**src/rtl/icache_loader.sv**
```systemverilog
// Streams a little-endian program image into instruction memory and holds the core in reset until done.
// Optional trailing checksum word is enabled with `define ICACHE_LOADER_CHECKSUM_EN.
module icache_loader #(
  parameter logic [31:0] BASE_ADDR = 32'd0,
  parameter int unsigned MAX_WORDS = 1024
) (
  input  logic        clk,
  input  logic        rst,
  input  logic        start,
  input  logic        in_valid,
  input  logic [7:0]  in_data,
  output logic        in_ready,
  output logic [31:0] waddr,
  output logic [31:0] wdata,
  output logic        wen,
  output logic        core_nrst,
  output logic        done,
  output logic        error
);

  typedef enum logic [2:0] {
    S_IDLE,
    S_LEN,
    S_DATA,
`ifdef ICACHE_LOADER_CHECKSUM_EN
    S_CHK,
`endif
    S_DONE,
    S_ERROR
  } state_t;

  state_t      state_q, state_d, fin_state;
  logic [1:0]  cnt_q, cnt_d;
  logic [31:0] idx_q, idx_d;
  logic [31:0] len_q, len_d;
  logic [23:0] asm_q, asm_d;
  logic [31:0] waddr_q, waddr_d;
  logic [31:0] wdata_q, wdata_d;
  logic        wen_q, wen_d;
  logic [31:0] word;
  logic        accept, word_end;
`ifdef ICACHE_LOADER_CHECKSUM_EN
  logic [31:0] sum_q, sum_d;
`endif

`ifdef ICACHE_LOADER_CHECKSUM_EN
  assign fin_state = S_CHK;
`else
  assign fin_state = S_DONE;
`endif

  always_comb begin
    in_ready = 1'b0;
    case (state_q)
      S_LEN, S_DATA: in_ready = 1'b1;
`ifdef ICACHE_LOADER_CHECKSUM_EN
      S_CHK:         in_ready = 1'b1;
`endif
      default:       in_ready = 1'b0;
    endcase
  end

  assign accept    = in_valid && in_ready;
  assign word_end  = accept && (cnt_q == 2'd3);
  // Earlier bytes sit in asm_q with the first byte lowest; the current byte completes the top.
  assign word      = {in_data, asm_q};
  assign waddr     = waddr_q;
  assign wdata     = wdata_q;
  assign wen       = wen_q;
  assign done      = (state_q == S_DONE);
  assign error     = (state_q == S_ERROR);
  assign core_nrst = (state_q == S_DONE);

  always_comb begin
    state_d = state_q;
    cnt_d   = cnt_q;
    idx_d   = idx_q;
    len_d   = len_q;
    asm_d   = asm_q;
    waddr_d = waddr_q;
    wdata_d = wdata_q;
    wen_d   = 1'b0;
`ifdef ICACHE_LOADER_CHECKSUM_EN
    sum_d   = sum_q;
`endif
    if (accept) begin
      asm_d = word[31:8];
      cnt_d = cnt_q + 2'd1;
    end
    case (state_q)
      S_IDLE, S_DONE, S_ERROR: begin
        if (start) begin
          state_d = S_LEN;
          cnt_d   = '0;
          idx_d   = '0;
`ifdef ICACHE_LOADER_CHECKSUM_EN
          sum_d   = '0;
`endif
        end
      end
      S_LEN: begin
        if (word_end) begin
          if (word == '0) begin
            state_d = fin_state;
          end else if (word > MAX_WORDS) begin
            state_d = S_ERROR;
          end else begin
            len_d   = word;
            idx_d   = '0;
            state_d = S_DATA;
          end
        end
      end
      S_DATA: begin
        if (word_end) begin
          wen_d   = 1'b1;
          waddr_d = BASE_ADDR + idx_q;
          wdata_d = word;
          idx_d   = idx_q + 32'd1;
`ifdef ICACHE_LOADER_CHECKSUM_EN
          sum_d   = sum_q + word;
`endif
          if (idx_q == len_q - 32'd1) state_d = fin_state;
        end
      end
`ifdef ICACHE_LOADER_CHECKSUM_EN
      S_CHK: begin
        if (word_end) state_d = (word == sum_q) ? S_DONE : S_ERROR;
      end
`endif
      default: state_d = S_IDLE;
    endcase
  end

  always_ff @(posedge clk) begin
    if (rst) begin
      state_q <= S_IDLE;
      cnt_q   <= '0;
      idx_q   <= '0;
      len_q   <= '0;
      asm_q   <= '0;
      waddr_q <= '0;
      wdata_q <= '0;
      wen_q   <= 1'b0;
`ifdef ICACHE_LOADER_CHECKSUM_EN
      sum_q   <= '0;
`endif
    end else begin
      state_q <= state_d;
      cnt_q   <= cnt_d;
      idx_q   <= idx_d;
      len_q   <= len_d;
      asm_q   <= asm_d;
      waddr_q <= waddr_d;
      wdata_q <= wdata_d;
      wen_q   <= wen_d;
`ifdef ICACHE_LOADER_CHECKSUM_EN
      sum_q   <= sum_d;
`endif
    end
  end

endmodule

```
**config.mk**
```make
export PLATFORM = sky130hd
export DESIGN_NAME = icache_loader
export DESIGN_NICKNAME = d
export VERILOG_FILES = /design/src/rtl/icache_loader.sv
export SDC_FILE = /design/constraint.sdc
export NUM_CORES = 1
export LEC_CHECK = 0
export ABC_CLOCK_PERIOD_IN_PS = 3600
export CORE_AREA = 2 2 90 178
export CTS_CLUSTER_DIAMETER = 40
export DETAILED_ROUTE_END_ITERATION = 16
export DIE_AREA = 0 0 92 180
export GPL_TIMING_DRIVEN = 1
export PLACE_DENSITY_LB_ADDON = 0.25
export SYNTH_ARGS = -nofsm -noshare
export SYNTH_HDL_FRONTEND = slang
export SYNTH_SLANG_ARGS = --single-unit
```
**constraint.sdc**
```tcl
create_clock -name clk -period 3.6 [get_ports clk]
set_input_delay 1.08 -clock clk [delete_from_list [all_inputs] [get_ports clk]]
set_output_delay 1.08 -clock clk [all_outputs]
set_load 0.02 [all_outputs]
```
==> flow_summary.rst <==
.. list-table::
   :header-rows: 1

   * - Metric
     - Value
   * - Result of the run
     - finished clean
   * - Number of setup violations in the final report
     - 0
   * - Remaining antenna violation count
     - 0
   * - Reg2Reg Depth
     - 10
   * - Number of design rule violations left after detail routing
     - 0
   * - Minimum clock period
     - 3.25 ns
   * - Signal arrival time at the worst endpoint
     - 3.57 ns
   * - Max-Cap Viols
     - 0
   * - Max Root-Sink Buffers
     - 2
   * - Total buffers and inverters traversed by the critical path
     - 3
   * - Largest net degree at the start of global routing
     - 72
   * - Skew-Pair Late Insertion Delay
     - 0.43 ns
   * - Worst slack at placement
     - -0.0896 ns
   * - Delay-heaviest family, CP
     - simple AND/OR/NAND/NOR gates
   * - CTS sink count
     - 158
   * - Endpoint kind of the worst setup timing path
     - register
   * - Instance count after placement with tap cells included
     - 1,147
   * - Crit path depth
     - 11
   * - Internal power of the cells
     - 3.08 mW
   * - Type of the setup path with the least slack
     - input port to register
   * - Post-synth net total
     - 924
   * - Area growth from synthesis to layout
     - 21.1%
   * - Flops & latches, synth
     - 158
   * - CP most frequent cell
     - sky130_fd_sc_hd__nor4_1
   * - Synth unique cells
     - 62
   * - Gate count after technology mapping
     - 909
   * - Summed instance area of the synthesized netlist
     - 7450 um2
   * - Post-Synth Adder-Cell Area
     - 0.504%
   * - Crit Path Max Fanout
     - 8
   * - P per Cell Area
     - 473 nW/um2
   * - Final routed wire length divided by cell count
     - 17.1 um
   * - Share of total power consumed by net switching
     - 27.8%
   * - Combinational family with the most area after synthesis
     - simple AND/OR/NAND/NOR gates
   * - Max-slew violations
     - 0
   * - Drt initial violations
     - 286
   * - Fraction of synthesized cell area in xor and xnor cells
     - 8.47%
   * - Via count of the first global-routing pass
     - 6,491
   * - Crit path cell chain
     - clkdlybuf4s50_1, nor4_1, nand4_1, buf_4, nor4_1, o22a_1, nand4_1, buf_4, nor4_1, xnor2_1, nor2_1
   * - Overall global routing resource usage
     - 24.7%
   * - Final core utilization
     - 59.3%
   * - Number of warning messages in the yosys log
     - 0
   * - Hold WC Path Type
     - register to register
   * - Initial antenna violation count
     - 0
   * - Share of synthesized area occupied by flip-flops and latches
     - 42.5%
   * - WP data required
     - 3.91 ns
   * - Met2 global-route usage
     - 47.7%
   * - Static Leak
     - 3.20 nW
   * - GRT met1 Usage
     - 22.8%
   * - Diodes inserted
     - 0
   * - Clock Tree Root
     - sky130_fd_sc_hd__clkbuf_16
   * - Slew @ Worst Pin
     - 0.983 ns
   * - Fraction of the mapped netlist area in compound gates
     - 10.3%
   * - Worst setup SP type
     - input port
   * - Share of final-layout standard cells stronger than drive strength 1
     - 8.27%
   * - Maximum level of the CTS H-tree
     - 4
   * - Simple-gate share of the synthesized area
     - 28.8%
   * - Via-to-Cell Ratio
     - 5.57
   * - Hold-fix buffers, CTS
     - 0
   * - Number of failing hold endpoints at the final stage
     - 0
   * - Final worst slack
     - 0.349 ns
   * - Fill count
     - 1,418
   * - CP max-delay cell
     - sky130_fd_sc_hd__clkdlybuf4s50_1
   * - Net load switching power
     - 1.18 mW
   * - Worst slack on hold paths
     - 0.453 ns
   * - Total via count after detailed routing
     - 6,567
   * - Chip Height
     - 180 um
   * - Die width
     - 92 um
   * - Initial core utilization
     - 48.9%
   * - Clk pin slew, worst setup/hold paths
     - 0.06 ns
   * - Setup repair after global routing missed its margin
     - false
   * - Worst min-delay path startpoint
     - wdata[27]$_SDFFE_PP0P_
   * - TritonRoute pass-1 iters
     - 5
   * - Post CTS Setup Buffer Count
     - 0
   * - Setup TNS
     - 0 ns
   * - Combinational fraction of design power
     - 13.4%
   * - Hold EP
     - wdata[27]$_SDFFE_PP0P_
   * - Mapped Avg Cell Area
     - 8.19 um2
   * - Net total in the final layout
     - 983
   * - Final global-route overflow total
     - 0
   * - Core region area
     - 15,200 um2
   * - Worst VDD drop
     - 0.325 mV
   * - Max-Slew Margin vs Limit
     - 34.4%
   * - CP max stage delay
     - 0.43 ns
   * - Critical R2R Launch
     - len_q[1]$_SDFFE_PP0P_
   * - Seq pwr share
     - 44.3%
   * - Capturing point of the worst reg2reg path
     - state_q[2]$_SDFFE_PP0P_
   * - Worst R2R Setup Slack
     - 0.38 ns
   * - Count of port buffers added during placement
     - 80
   * - Total number of placement rows
     - 64
   * - Share of synthesized area spent on multiplexers
     - 4.84%
   * - Finished Layout Cells
     - 1,178
   * - Busiest metal layer after global routing
     - met2
   * - Post-CTS sizing
     - 0
   * - Largest clock skew in the final design
     - 0.00971 ns
   * - Global-route wire length before repair
     - 32,500 um
   * - Achievable Freq
     - 308 MHz
   * - Cell depth of the worst min-delay path
     - 2
   * - Number of flops mapped to enable cells by yosys
     - 0
   * - Final worst path period share
     - 90.3%
   * - Number of top-level pins
     - 81
   * - TritonCTS buffer count
     - 17
   * - Met3 routing resource usage after global routing
     - 4.07%
   * - Most common flop cell mapped by yosys
     - sky130_fd_sc_hd__dfxtp_1
   * - Post-detailed-placement half-perimeter wirelength
     - 14,700 um
   * - Share of power burned in the clock network
     - 42.4%
   * - Fraction of registers with async set or reset after synthesis
     - 0%
   * - RePlAce Congestion
     - 0.961
   * - Area of the die
     - 16,600 um2
   * - TritonCTS clock tree
     - yes
   * - Routed Wire Length
     - 20,200 um
==> stage by stage <==
| stage | area, um2 | power (mW) |
|---|---|---|
| after global placement | 8430 | 2.49 |
| after detailed placement | 8430 | 2.50 |
| after CTS | 9020 | 4.30 |
| after floorplan | 7450 | 2.31 |
| after global routing | 9020 | 4.42 |
| final | 9020 | 4.27 |
==> cells in the final DEF (no fill, tap or decap), types with 5 or more instances in the layout <==
master,instances
sky130_fd_sc_hd__clkbuf_16,17
sky130_fd_sc_hd__or3_1,13
sky130_fd_sc_hd__o22ai_1,5
sky130_fd_sc_hd__nor4_1,16
sky130_fd_sc_hd__nand2_1,154
sky130_fd_sc_hd__nor3_1,29
sky130_fd_sc_hd__xnor2_1,52
sky130_fd_sc_hd__nor2_1,103
sky130_fd_sc_hd__clkdlybuf4s50_1,79
sky130_fd_sc_hd__or4_1,5
sky130_fd_sc_hd__inv_1,14
sky130_fd_sc_hd__dfxtp_1,158
sky130_fd_sc_hd__and2_1,25
sky130_fd_sc_hd__a21oi_1,82
sky130_fd_sc_hd__xor2_1,20
sky130_fd_sc_hd__o21ai_0,21
sky130_fd_sc_hd__mux2i_1,36
sky130_fd_sc_hd__nand3_1,17
sky130_fd_sc_hd__nand2b_1,11
sky130_fd_sc_hd__nand4_1,14
sky130_fd_sc_hd__buf_4,22
==> power groups by stage <==
stage                     Sequential (mW)  Combinational (mW)  Clock [mW]
after floorplan                      1.88               0.437           0
after global placement               1.93               0.566           0
after detailed placement             1.93               0.570           0
after CTS                            1.89               0.572        1.84
after global routing                 1.90               0.624        1.90
final                                1.89               0.570        1.81
==> layout make-up <==
| type | instances | area (um2) | area share (%) |
|---|---|---|---|
| clock buffers | 18 | 429 | 4.76 |
| clock inverters | 13 | 154 | 1.71 |
| inverters | 14 | 52.6 | 0.583 |
| multi-input cells | 673 | 3950 | 43.9 |
| flip-flops and latches | 158 | 3160 | 35.1 |
| well taps | 198 | 248 | 2.75 |
| repair buffers | 104 | 1020 | 11.3 |
==> synthesized netlist by cell type (6+ instances only) <==
master	instances	area (um2)
sky130_fd_sc_hd__a21oi_1	82	410
sky130_fd_sc_hd__and2_1	25	156
sky130_fd_sc_hd__buf_1	6	22.5
sky130_fd_sc_hd__clkbuf_1	45	169
sky130_fd_sc_hd__dfxtp_1	158	3160
sky130_fd_sc_hd__inv_1	14	52.6
sky130_fd_sc_hd__mux2i_1	36	360
sky130_fd_sc_hd__nand2_1	154	578
sky130_fd_sc_hd__nand2b_1	11	68.8
sky130_fd_sc_hd__nand3_1	18	90.1
sky130_fd_sc_hd__nand4_1	14	87.6
sky130_fd_sc_hd__nor2_1	103	387
sky130_fd_sc_hd__nor3_1	29	145
sky130_fd_sc_hd__nor4_1	16	100
sky130_fd_sc_hd__o21ai_0	21	105
sky130_fd_sc_hd__or3_1	13	81.3
sky130_fd_sc_hd__xnor2_1	52	455
sky130_fd_sc_hd__xor2_1	20	175
==> kinds of logic after synthesis <==
family | count (synthesis)
AO/OA/AOI/OAI | 134
buffers and inverters | 78
AND/OR/NAND/NOR | 428
multiplexers | 36
XOR/XNOR | 72
flip-flops | 158
adder cells (fa/ha/maj) | 3
==> worst max path at each step <==
stage	endpoint	slack [ns]	startpoint
floorplan	len_q[11]$_SDFFE_PP0P_	0.59	in_data[0]
global placement	len_q[24]$_SDFFE_PP0P_	-0.09	in_data[0]
detailed placement	len_q[26]$_SDFFE_PP0P_	-0.09	in_data[0]
CTS	len_q[12]$_SDFFE_PP0P_	0.34	in_data[0]
global route	idx_q[31]$_SDFFE_PP0P_	0.09	in_data[0]
finish	idx_q[31]$_SDFFE_PP0P_	0.35	in_data[0]
==> worst register-to-register path, cell delays in order (launching register included) <==
cell and delay (ns):
sky130_fd_sc_hd__dfxtp_1 0.37, sky130_fd_sc_hd__inv_1 0.08, sky130_fd_sc_hd__ha_1 0.29, sky130_fd_sc_hd__nor4b_2 0.39, sky130_fd_sc_hd__nand4_1 0.25, sky130_fd_sc_hd__o31a_1 0.31
sky130_fd_sc_hd__nor4_1 0.47, sky130_fd_sc_hd__nand4_1 0.18, sky130_fd_sc_hd__a2111oi_2 0.27, sky130_fd_sc_hd__nand4_1 0.23, sky130_fd_sc_hd__a311oi_1 0.30
==> sequential cells by signal (all words and copies together) (netlist names) <==
signal,cells
waddr,32
wen,1
cnt_q,2
len_q,32
wdata,32
state_q,3
idx_q,32
asm_q,24
==> routing by layer <==
layer	wire, um	part of all wire (%)
met5	0	0
met4	1370	6.8
met3	676	3.3
met2	11300	56
met1	6860	34
(Power assumes the default switching activity.)
